<file path="src/rtl/fifo_stream_out.sv">
// Read-side adapter for the synchronous FIFO: turns rd_en/data_out/empty into a
// valid/ready master stream through a 2-entry prefetch buffer, with flush and a transfer counter.
module fifo_stream_out #(
    parameter int WIDTH   = 8,
    parameter int COUNT_W = 16
) (
    input  logic               clk,
    input  logic               rst_n,
    input  logic               fifo_empty,
    input  logic [WIDTH-1:0]   fifo_data,
    output logic               fifo_rd_en,
    output logic               m_valid,
    input  logic               m_ready,
    output logic [WIDTH-1:0]   m_data,
    input  logic               flush,
    output logic [1:0]         occupancy,
    output logic [COUNT_W-1:0] word_count
);

    logic             inflight;
    logic [WIDTH-1:0] head;
    logic [WIDTH-1:0] tail;
    logic             pop;
    logic             capture;
    logic             load_head;
    logic [2:0]       committed;

    assign m_valid = (occupancy != 2'd0);
    assign m_data  = head;

    // Slots already spoken for after this edge: buffered plus in-flight, minus the word leaving now.
    always_comb begin
        pop        = m_valid && m_ready;
        capture    = inflight && !flush;
        load_head  = capture && ((occupancy == 2'd0) || ((occupancy == 2'd1) && pop));
        committed  = {1'b0, occupancy} + {2'b00, inflight} - {2'b00, pop};
        fifo_rd_en = rst_n && !fifo_empty && !flush && (committed < 3'd2);
    end

    // NOTE: sequential state uses non-blocking assignments so every register samples pre-edge values.
    always_ff @(posedge clk or negedge rst_n) begin
        if (!rst_n) begin
            occupancy  <= 2'd0;
            inflight   <= 1'b0;
            word_count <= '0;
        end else if (flush) begin
            occupancy  <= 2'd0;
            inflight   <= 1'b0;
        end else begin
            occupancy  <= occupancy + {1'b0, capture} - {1'b0, pop};
            inflight   <= fifo_rd_en;
            if (pop) begin
                word_count <= word_count + 1'b1;
            end
        end
    end

    // Head drives m_data directly, so it is reset to give a defined m_data=0 out of reset.
    always_ff @(posedge clk or negedge rst_n) begin
        if (!rst_n) begin
            head <= '0;
        end else if (!flush) begin
            if (load_head) begin
                head <= fifo_data;
            end else if (pop && (occupancy == 2'd2)) begin
                head <= tail;
            end
        end
    end

    // NOTE: the tail slot is storage only and never observed while empty, so it carries no reset.
    always_ff @(posedge clk) begin
        if (capture && !load_head) begin
            tail <= fifo_data;
        end
    end

endmodule

</file>
<file path="config.mk">
export PLATFORM = sky130hd
export DESIGN_NAME = fifo_stream_out
export DESIGN_NICKNAME = d
export VERILOG_FILES = /design/src/rtl/fifo_stream_out.sv
export SDC_FILE = /design/constraint.sdc
export NUM_CORES = 1
export LEC_CHECK = 0
export CAP_MARGIN = 20
export CORE_ASPECT_RATIO = 0.7
export CORE_MARGIN = 5
export CORE_UTILIZATION = 43
export CTS_CLUSTER_DIAMETER = 100
export CTS_CLUSTER_SIZE = 40
export DETAILED_ROUTE_END_ITERATION = 12
export GPL_ROUTABILITY_DRIVEN = 0
export HOLD_SLACK_MARGIN = 0.15
export PLACE_DENSITY = 0.75
export SLEW_MARGIN = 5
export SYNTH_ARGS = -nofsm -noshare
export SYNTH_HDL_FRONTEND = slang
export SYNTH_SLANG_ARGS = --single-unit
</file>
<file path="constraint.sdc">
create_clock -name clk -period 2.3 [get_ports clk]
set_input_delay 0.69 -clock clk [delete_from_list [all_inputs] [get_ports clk]]
set_output_delay 0.69 -clock clk [all_outputs]
set_load 0.005 [all_outputs]
</file>
==> results.yml <==
sta:
  fmax_ghz: 0.374
  setup_tns_ns: -0.713
  clock-skew-final_ns: 0.00329
  final_max_slew_viol_count: 0
  maxSlewHeadroom: 0.768
  tightest_slew_ns: 0.346
  post-route-period-util: 1.16
  worst_slack_ns: -0.373
  period_needed_ns: 2.67
  rsz0062_at_grt: "true"
  setup_viol_count_final: 2
  hold_violations: 0
setup_path:
  critical_path_required_ns: 1.61
  cp.arrival_ns: 1.98
  r2r-start: "inflight"
  path_class: "in -> out"
  worst-path-max-fanout: 2
  reg2reg_to: "inflight"
  crit_path_end_kind: "output port"
  worstSetupStartpointType: "input pin"
  rr_worst_depth: 13
  reg2reg_slack_ns: -0.22
placed_design:
  port_buffers: 40
  place.detailed.hpwl_mm: 2.61
clocking:
  htreeDepth: 2
  ctsHoldBuffers: 0
  cts_tree: "built"
  cts_inserted_buffers: 5
  cts-root-buf: "clkbuf_8"
  clock_sinks: 35
  clockBufferDepth: 2
  worstSkewPairLatency_ns: 0.28
  path_clk_slew_ns: 0.06
logic_synthesis:
  synthMuxAreaShare: 0.0197
  netlist_area_um2: 1590
  synth_adder_area_share: 0.0363
  ys_seq_area_frac: 0.577
  synth_top_cell_area_share: 0.426
  synth.largest_area_cell: "dfrtp_1"
  postSynthNetCount: 139
  synth_top_family_by_area: "simple AND/OR/NAND/NOR gates"
  syn_inst: 122
  netlist_top_cells_area: "dfrtp_1, edfxtp_1, xnor2_1"
  synthXorXnorAreaFrac: 0.105
  yosysWarnings: 0
  synth_compound_area_frac: 0.0907
  synth.distinct_cells: 32
  synth_seq_cells: 35
  yosys.area_share.simple: 0.147
  postSynthAreaPerCell_um2: 13.0
global_routing:
  grt_pass1_vias: 1244
  grt_max_degree: 28
  grt_pass1_wl_mm: 5.88
  gr-total-overflow: 0
  track_usage: 0.162
  antenna_found_initial: 0
floorplan:
  die_area_um2: 5020
  placeableCoreArea_um2: 3540
  die_w_um: 82.6
  num_rows: 18
  die_h_um: 60.8
  initial_core_util: 0.449
  num_io_pins: 41
routing:
  wl_per_cell_um: 15.2
  ant_nets: 0
  wirelength_mm: 3.63
  drc: 0
  vias_per_cell: 5.00
  num_vias: 1194
  drtPass1Iterations: 4
  initialDrtViolationCount: 76
status:
  status: "complete, but fails checks"
  violations: "negative setup slack"
final_layout:
  diodes: 0
  nNetsFinal: 206
  drive_gt1_frac: 0.270
  area_growth_pct: 45.7
pwr:
  finalPower_mw: 2.07
  peakVddDrop_v: 0.000462
  power.density_nw_per_um2: 894
  p_leak_nw: 1.03
worst_hold_path:
  min_to: "word_count[15]"
  min_from: "word_count[15]"
  worstHoldPathCells: 1
  hp-class: "reg -> reg"
flow_run:
  drv_cap: 0
==> cell type report <==
cell class | instances | area (um2)
fill | 278 | 1220
sequential | 35 | 916
timing repair buffer | 63 | 568
clock buffer | 5 | 68.8
inverter | 3 | 11.3
tap | 50 | 62.6
clock inverter | 2 | 8.76
multi-input combinational | 81 | 677
==> sequential cells by signal, indices dropped and copies added, names as in the netlist <==
name        flops
word_count     16
m_data          8
tail            8
occupancy       2
inflight        1
==> power breakdown <==
group          total, mW  switching, mW  internal [mW]  leakage [nW]
logic              0.825          0.326          0.500         0.560
clock network      0.409          0.207          0.201        0.0414
registers          0.833         0.0899          0.743         0.432
==> synth_stat cells <==
cell	instances
nand3_1	4
a211oi_1	1
nor2_1	5
nor4b_1	1
xor2_1	7
clkbuf_8	1
edfxtp_1	8
nor3_2	1
nand2b_1	1
fa_1	1
nand4_1	6
xnor2_1	12
nor3_1	1
mux2i_1	2
or2_2	1
and3_1	3
a21oi_1	1
o21ai_4	1
buf_4	1
and2_1	1
dfrtp_1	27
buf_2	1
o21ai_0	2
nand2_1	9
ha_1	3
a22o_1	6
and2b_1	1
nor4_1	2
inv_1	3
nor4_4	2
a21o_2	6
mux2_2	1
==> worst max-delay path, cell delays in order <==
cell and delay (ns):
buf_6 0.10, xor2_1 0.15, nand2_1 0.10, fa_2 0.40, xor2_2 0.19, nor4_4 0.22, buf_2 0.15
==> placed cells by master (no fill, tap or decap), drive strengths merged, types with 2 or more instances in the layout <==
cell type,Yosys,final
clkinv,0,2
xor2,7,7
o21ai,3,3
nand2,9,9
nor4,4,4
nand4,6,6
dfrtp,27,27
ha,3,3
mux2i,2,2
a22o,6,6
a21o,6,6
nor3,2,2
and3,3,3
buf,2,25
xnor2,12,12
clkdlybuf4s50,0,37
inv,3,3
edfxtp,8,8
clkbuf,1,5
nand3,4,4
nor2,5,5
==> how the worst max path moves through the flow <==
stage	endpoint	startpoint
finish	fifo_rd_en	m_ready
global route	fifo_rd_en	m_ready
CTS	fifo_rd_en	m_ready
detailed placement	fifo_rd_en	m_ready
global placement	fifo_rd_en	m_ready
floorplan	fifo_rd_en	occupancy[1]
==> kinds of logic (layout without fill, tap and decap cells) <==
kind of cell / count (synthesis) / count (layout)
AOI/OAI and AO/OA: 17 / 17
xor gates and xnor gates: 19 / 19
adders and majority gates: 4 / 4
buffers and inverters: 6 / 73
DFF: 35 / 35
muxes: 3 / 3
and+or+nand+nor: 38 / 38
==> metrics by stage <==
stage	worst slack [ns]	hold slack [ns]	util	cells	area (um2)
detailed placement	-1.19	0.465	0.607	224	2140
finish	-0.373	0.468	0.654	239	2310
CTS	-0.371	0.475	0.645	239	2280
floorplan	-0.103	0.394	-	122	1600
global route	-0.448	0.508	0.654	239	2310
global placement	-1.12	0.465	0.607	224	2140
==> what timing repair did <==
item / in CTS / in global routing
pin swaps: 3 / 1
buffers inserted: 8 / 0
endpoints found under the setup margin: 2 / 2
gates resized for setup: 11 / 6
==> per-layer routing <==
metal,GRT usage,wire [um]
met4,0.0769,52
met3,0.0460,153
met5,0,0
met1,0.196,1550
met2,0.272,1870
No activity file was read; power rests on OpenSTA's default activity.
